<file path="config.mk">
export PLATFORM = sky130hd
export DESIGN_NAME = pdm_playback_tx
export DESIGN_NICKNAME = d
export VERILOG_FILES = /design/src/rtl/pdm_pkg.sv /design/src/rtl/pdm_sd_modulator.sv /design/src/rtl/pdm_playback_tx.sv
export SDC_FILE = /design/constraint.sdc
export NUM_CORES = 1
export LEC_CHECK = 0
export BUFFER_PORTS_ARGS = -buffer_cell sky130_fd_sc_hd__buf_2
export CAP_MARGIN = 20
export CORE_MARGIN = 1.5
export CORE_UTILIZATION = 55
export DETAILED_ROUTE_END_ITERATION = 12
export MAX_ROUTING_LAYER = met4
export PLACE_DENSITY = 0.74
export SLEW_MARGIN = 10
export SYNTH_ARGS = -nofsm -noshare
export SYNTH_HDL_FRONTEND = slang
export SYNTH_HIERARCHICAL = 1
export SYNTH_SLANG_ARGS = --single-unit
export TNS_END_PERCENT = 1
</file>
<file path="constraint.sdc">
create_clock -name clk -period 4.34 [get_ports clk]
set_input_delay 0.217 -clock clk [delete_from_list [all_inputs] [get_ports clk]]
set_output_delay 0.217 -clock clk [all_outputs]
set_load 0.01 [all_outputs]
</file>
<file path="src/rtl/pdm_pkg.sv">
// rtl/pdm_pkg.sv - shared sample type, accumulator width and divider helpers for pdm_playback_tx
package pdm_pkg;

    localparam int PCM_W = 16;

    typedef logic signed [PCM_W-1:0] pcm_sample_t;

    // Six guard bits above the sample keep the loop integrators clear of saturation in normal use
    function automatic int acc_width(input int data_width);
        return data_width + 6;
    endfunction

    localparam int ACC_W = acc_width(PCM_W);

    function automatic int calc_half(input int clk_freq, input int pdm_freq);
        return (clk_freq / pdm_freq) / 2;
    endfunction

    function automatic int ptr_width(input int depth);
        return (depth > 1) ? $clog2(depth) : 1;
    endfunction

    function automatic int level_width(input int depth);
        return $clog2(depth) + 1;
    endfunction

endpackage

</file>
<file path="src/rtl/pdm_sd_modulator.sv">
// rtl/pdm_sd_modulator.sv - saturating sigma-delta loop, one PDM bit per step
// Optional second-order CIFB loop when PDM_TX_SECOND_ORDER_EN is defined.
module pdm_sd_modulator
    import pdm_pkg::*;
#(
    parameter int DATA_WIDTH = PCM_W
) (
    input  logic                         clk,
    input  logic                         rst_n,
    input  logic                         clear,
    input  logic                         step,
    input  logic signed [DATA_WIDTH-1:0] sample,
    output logic                         bit_out
);

    localparam int AW = acc_width(DATA_WIDTH);
    localparam int SW = AW + 2;
    localparam logic signed [SW-1:0] ACC_MAX = SW'((longint'(1) <<< (AW - 1)) - 1);
    localparam logic signed [SW-1:0] ACC_MIN = -ACC_MAX - SW'(1);
    localparam logic signed [SW-1:0] FB_MAG  = SW'(longint'(1) <<< (DATA_WIDTH - 1));

    function automatic logic signed [AW-1:0] sat(input logic signed [SW-1:0] v);
        if (v > ACC_MAX)
            return ACC_MAX[AW-1:0];
        else if (v < ACC_MIN)
            return ACC_MIN[AW-1:0];
        else
            return v[AW-1:0];
    endfunction

    logic signed [SW-1:0] x_ext, fb, i1_sum;
    logic signed [AW-1:0] i1, i1_next;
    logic                 bit_next;

`ifdef PDM_TX_SECOND_ORDER_EN
    logic signed [SW-1:0] i2_sum;
    logic signed [AW-1:0] i2, i2_next;

    always_comb begin
        x_ext    = SW'(sample);
        fb       = bit_out ? FB_MAG : -FB_MAG;
        i1_sum   = SW'(i1) + x_ext - fb;
        i1_next  = sat(i1_sum);
        // Second stage integrates the freshly updated first stage
        i2_sum   = SW'(i2) + SW'(i1_next) - fb;
        i2_next  = sat(i2_sum);
        bit_next = ~i2_next[AW-1];
    end

    always_ff @(posedge clk or negedge rst_n) begin
        if (!rst_n) begin
            i1      <= '0;
            i2      <= '0;
            bit_out <= 1'b0;
        end else if (clear) begin
            i1      <= '0;
            i2      <= '0;
            bit_out <= 1'b0;
        end else if (step) begin
            i1      <= i1_next;
            i2      <= i2_next;
            bit_out <= bit_next;
        end
    end
`else
    always_comb begin
        x_ext    = SW'(sample);
        fb       = bit_out ? FB_MAG : -FB_MAG;
        i1_sum   = SW'(i1) + x_ext - fb;
        i1_next  = sat(i1_sum);
        bit_next = ~i1_next[AW-1];
    end

    always_ff @(posedge clk or negedge rst_n) begin
        if (!rst_n) begin
            i1      <= '0;
            bit_out <= 1'b0;
        end else if (clear) begin
            i1      <= '0;
            bit_out <= 1'b0;
        end else if (step) begin
            i1      <= i1_next;
            bit_out <= bit_next;
        end
    end
`endif

endmodule

</file>
<file path="src/rtl/pdm_playback_tx.sv">
// rtl/pdm_playback_tx.sv - PCM FIFO, zero-order-hold interpolation and PDM clock/data generation
// Second-order modulator selected by defining PDM_TX_SECOND_ORDER_EN.
module pdm_playback_tx
    import pdm_pkg::*;
#(
    parameter int CLK_FREQ     = 100_000_000,
    parameter int PDM_CLK_FREQ = 3_072_000,
    parameter int OVERSAMPLE   = 64,
    parameter int DATA_WIDTH   = PCM_W,
    parameter int FIFO_DEPTH   = 8
) (
    input  logic                         clk,
    input  logic                         rst_n,
    input  logic                         enable,
    input  logic signed [DATA_WIDTH-1:0] pcm_in,
    input  logic                         pcm_valid,
    output logic                         pcm_ready,
    output logic                         pdm_clk,
    output logic                         pdm_data,
    output logic [$clog2(FIFO_DEPTH):0]  fifo_level,
    output logic                         underrun
);

    localparam int HALF  = calc_half(CLK_FREQ, PDM_CLK_FREQ);
    localparam int DIV_W = ptr_width(HALF);
    localparam int BIT_W = ptr_width(OVERSAMPLE);
    localparam int PTR_W = ptr_width(FIFO_DEPTH);
    localparam int LVL_W = level_width(FIFO_DEPTH);

    logic [DIV_W-1:0]             div_cnt;
    logic [BIT_W-1:0]             bit_cnt;
    logic [PTR_W-1:0]             wr_ptr, rd_ptr;
    logic signed [DATA_WIDTH-1:0] mem [FIFO_DEPTH];
    logic signed [DATA_WIDTH-1:0] cur_sample;
    logic                         div_wrap, fall_tick, strobe, push, pop;

    assign div_wrap  = (div_cnt == DIV_W'(HALF - 1));
    // Data only moves on the falling edge so the receiver samples on a settled rising edge
    assign fall_tick = enable && pdm_clk && div_wrap;
    assign strobe    = fall_tick && (bit_cnt == BIT_W'(OVERSAMPLE - 1));
    assign pcm_ready = enable && (fifo_level < LVL_W'(FIFO_DEPTH));
    assign push      = pcm_valid && pcm_ready;
    assign pop       = strobe && (fifo_level != '0);

    always_ff @(posedge clk) begin
        if (push)
            mem[wr_ptr] <= pcm_in;
    end

    always_ff @(posedge clk or negedge rst_n) begin
        if (!rst_n) begin
            div_cnt    <= '0;
            pdm_clk    <= 1'b0;
            bit_cnt    <= '0;
            wr_ptr     <= '0;
            rd_ptr     <= '0;
            fifo_level <= '0;
            cur_sample <= '0;
            underrun   <= 1'b0;
        end else if (!enable) begin
            div_cnt    <= '0;
            pdm_clk    <= 1'b0;
            bit_cnt    <= '0;
            wr_ptr     <= '0;
            rd_ptr     <= '0;
            fifo_level <= '0;
            cur_sample <= '0;
            underrun   <= 1'b0;
        end else begin
            underrun <= strobe && (fifo_level == '0);
            if (div_wrap) begin
                div_cnt <= '0;
                pdm_clk <= ~pdm_clk;
            end else begin
                div_cnt <= div_cnt + DIV_W'(1);
            end
            if (fall_tick)
                bit_cnt <= strobe ? '0 : bit_cnt + BIT_W'(1);
            // On an empty strobe cur_sample simply holds its previous value
            if (pop) begin
                cur_sample <= mem[rd_ptr];
                rd_ptr     <= rd_ptr + PTR_W'(1);
            end
            if (push)
                wr_ptr <= wr_ptr + PTR_W'(1);
            if (push && !pop)
                fifo_level <= fifo_level + LVL_W'(1);
            else if (pop && !push)
                fifo_level <= fifo_level - LVL_W'(1);
        end
    end

    pdm_sd_modulator #(
        .DATA_WIDTH (DATA_WIDTH)
    ) u_mod (
        .clk     (clk),
        .rst_n   (rst_n),
        .clear   (!enable),
        .step    (fall_tick),
        .sample  (cur_sample),
        .bit_out (pdm_data)
    );

endmodule

</file>
==> metrics <==
status=finished clean; Worst Hold End=mem[7][2]; sink count of the clock tree=189; initial antenna violation count=0; count of different cell masters after synthesis=57; pre-CTS setup slack=0.597 ns; HP Class=in -> reg; Initial DRC Count=469; latest clock arrival within the worst-skew pair=0.44 ns; Rel. slew slack=32.3%; IO buf count=27; unrepaired setup endpoints after global routing=false; CTS buffer count=17; Warnings, synthesis=6; GRT Overall Usage=22.7%; Worst Hold Depth=1; layout cells sized above 1=16.7%; min cycle time layout=3.80 ns; TritonCTS clock tree=done; Reg clk slew, reported paths=0.07 ns; Mapped Cells=709; drt wl/cell=19.0 um; Hold Crit Start=pcm_in[2]; Final GP Congestion=0.825; skew final=0.0211 ns; total grt overflow=0; Post-DP HPWL=11900 um; Pint=2.84 mW; FFs w/ async S/R, synth=32.3%; DP Area=0.00969 mm^2; max_cap viols=0; Final #Nets=805; Synth Area in Adders=7.41%; setup violators final=0; Sw Pwr=920 uW; DIE HEIGHT=133 um; Max Clk Rate=263 MHz; final core occ=62.2%; commonest non-fill, non-tap cell in the layout=edfxtp_1; PD cells=364 mW/mm^2; ANT cells=0; post-route cell area=0.0103 mm^2; DR vias=5663; Post-synth EDFFs=128; combinational power share=5.9%; Cell Rows=47; number of synthesized register bits=189; final worst setup slack=0.538 ns; sequential element share of the synthesized area=57.6%; synthesized area=0.00932 mm^2; largest family of logic cells by synthesized area=multiplexers; crit path max fanout=13; post-synthesis mux area share=9.78%; largest net degree at the start of global routing=62; worst endpoint required time=4.70 ns; Reg2Reg Setup Slack=0.54 ns; die area=0.0177 mm^2; clock share of power=40.4%; Synth Area in Simple Gates=8.86%; Synth Area per Inst=13.1 um^2; Arr. time, crit path=4.16 ns; Worst R2R Start=cur_sample[15]; Synth Net Count=780; ys flop type=edfxtp_1; DRC errors left=0; Lkg Pwr=3.94 nW; root buffer cell=clkbuf_16; Worst Tran Pin Value=1.01 ns; setup tns final=0 ns; DRT Wirelength=18300 um; die span in x=133 um; most frequent cells in the layout=128 x edfxtp_1, 70 x inv_1, 60 x dfrtp_1; CP Class=reg -> reg; initial core utilization=56.2%; drt pass-1 iters=5; fin crit share=87.6%; Switching Share=24.5%; DR vias/cell=5.86; H-tree depth=4; crit path launch type=flip-flop; Routed Antenna Nets=0; Area Growth Syn to Fin=10.7%; VDD IR max=0.443 mV; clock buffer depth=2; crit end category=flip-flop; final hold vios=0; first-pass GRT wire length=29900 um; Ports=28; fill count=1212; Worst R2R End=u_mod/i1[3]; xor and xnor fraction of the mapped netlist area=2.52%; CORE AREA=0.0166 mm^2; Compound-Gate Fraction of Synth Area=9.08%; fin. max-slew vios=0; Sequential Power Share=53.7%; vias in the first global route=5841; R2R cell count=12
==> sequential cells by signal (all words and copies together) (netlist names), 3 cells and up <==
register    count
fifo_level      4
rd_ptr          3
cur_sample     16
mem           128
u_mod/i1       22
wr_ptr          3
div_cnt         4
bit_cnt         6
==> cells by family (layout without fill, tap and decap cells) <==
group,after synthesis,count (layout)
flops,189,189
simple gates,163,163
compound gates,125,125
buf+inv,104,142
fa+ha+maj,51,51
mux,51,51
xor+xnor,26,26
==> cell usage after synthesis (2+ instances only) <==
| cell | instances | area share [%] |
|---|---|---|
| a21o_1 | 4 | 0.32 |
| a21oi_1 | 30 | 1.6 |
| a21oi_2 | 3 | 0.28 |
| a221o_1 | 15 | 1.6 |
| a311o_1 | 6 | 0.64 |
| a31oi_1 | 3 | 0.20 |
| and2_1 | 6 | 0.40 |
| and3_1 | 2 | 0.13 |
| buf_1 | 4 | 0.16 |
| buf_2 | 8 | 0.43 |
| buf_4 | 2 | 0.16 |
| buf_6 | 4 | 0.48 |
| clkbuf_1 | 16 | 0.64 |
| dfrtp_1 | 61 | 16 |
| edfxtp_1 | 128 | 41 |
| fa_1 | 7 | 1.5 |
| ha_1 | 44 | 5.9 |
| inv_1 | 70 | 2.8 |
| mux2i_1 | 19 | 2.0 |
| mux4_2 | 32 | 7.7 |
| nand2_1 | 37 | 1.5 |
| nand2b_1 | 9 | 0.60 |
| nand3_1 | 27 | 1.5 |
| nand4_1 | 7 | 0.47 |
| nor2_1 | 39 | 1.6 |
| nor2b_1 | 7 | 0.47 |
| nor3_1 | 13 | 0.70 |
| nor4_1 | 4 | 0.27 |
| o211ai_1 | 6 | 0.48 |
| o21a_1 | 2 | 0.16 |
| o21ai_0 | 22 | 1.2 |
| o21ai_1 | 15 | 0.81 |
| o21ai_2 | 4 | 0.38 |
| o21bai_1 | 2 | 0.16 |
| o22ai_1 | 2 | 0.13 |
| o31ai_1 | 2 | 0.16 |
| or3_1 | 3 | 0.20 |
| or4_4 | 2 | 0.24 |
| xnor2_1 | 10 | 0.94 |
| xor2_1 | 15 | 1.4 |
==> power groups by stage <==
stage	clock network (mW)	registers, mW	logic [mW]
floorplan	0	2.05	0.122
global placement	0	2.05	0.208
detailed placement	0	2.05	0.223
CTS	1.54	2.02	0.225
global route	1.62	2.02	0.248
finish	1.52	2.02	0.222
==> what timing repair did <==
action                                 CTS  global route
endpoints found under the hold margin   61             0
hold buffers                             1             0
setup buffers                            0             0
resized for setup                        0             0
==> critical path: stages, from the launching register on <==
cell	delay, ns
dfrtp_1	0.60
inv_1	0.13
fa_1	0.56
inv_1	0.04
ha_1	0.38
a21oi_1	0.20
o21ai_1	0.14
a22o_1	0.21
a21oi_1	0.16
xor2_1	0.13
a211oi_2	0.80
buf_6	0.24
a221o_1	0.14
==> cell type report <==
| type | count | area [um^2] | share of cell area [%] |
|---|---|---|---|
| timing repair buffer | 40 | 255 | 2.47 |
| tap | 220 | 275 | 2.67 |
| inverter | 70 | 263 | 2.55 |
| clock buffer | 17 | 425 | 4.12 |
| multi-input combinational | 416 | 3560 | 34.5 |
| clock inverter | 15 | 168 | 1.63 |
| sequential | 189 | 5370 | 52.1 |
==> how the worst max path moves through the flow <==
stage                         to            from
floorplan            u_mod/i1[6]  cur_sample[15]
global placement    u_mod/i1[13]  cur_sample[15]
detailed placement   u_mod/i1[0]  cur_sample[15]
CTS                  u_mod/i1[0]  cur_sample[15]
global route         u_mod/i1[0]  cur_sample[15]
finish               u_mod/i1[3]  cur_sample[15]
==> routing by layer <==
layer	wire length, um	track usage (%)
met1	7860	28.7
met4	187	6.34
met2	9460	37.8
met5	0	-
met3	837	4.68
==> per-stage QoR <==
stage | cells | hold WS [ns] | power, mW
after floorplan | 709 | -0.0786 | 2.17
after global placement | 931 | 0.416 | 2.26
after detailed placement | 933 | 0.438 | 2.28
after CTS | 966 | 0.0368 | 3.78
after global routing | 967 | 0.0385 | 3.89
final | 967 | 0.0477 | 3.76
(Power assumes the default switching activity.)
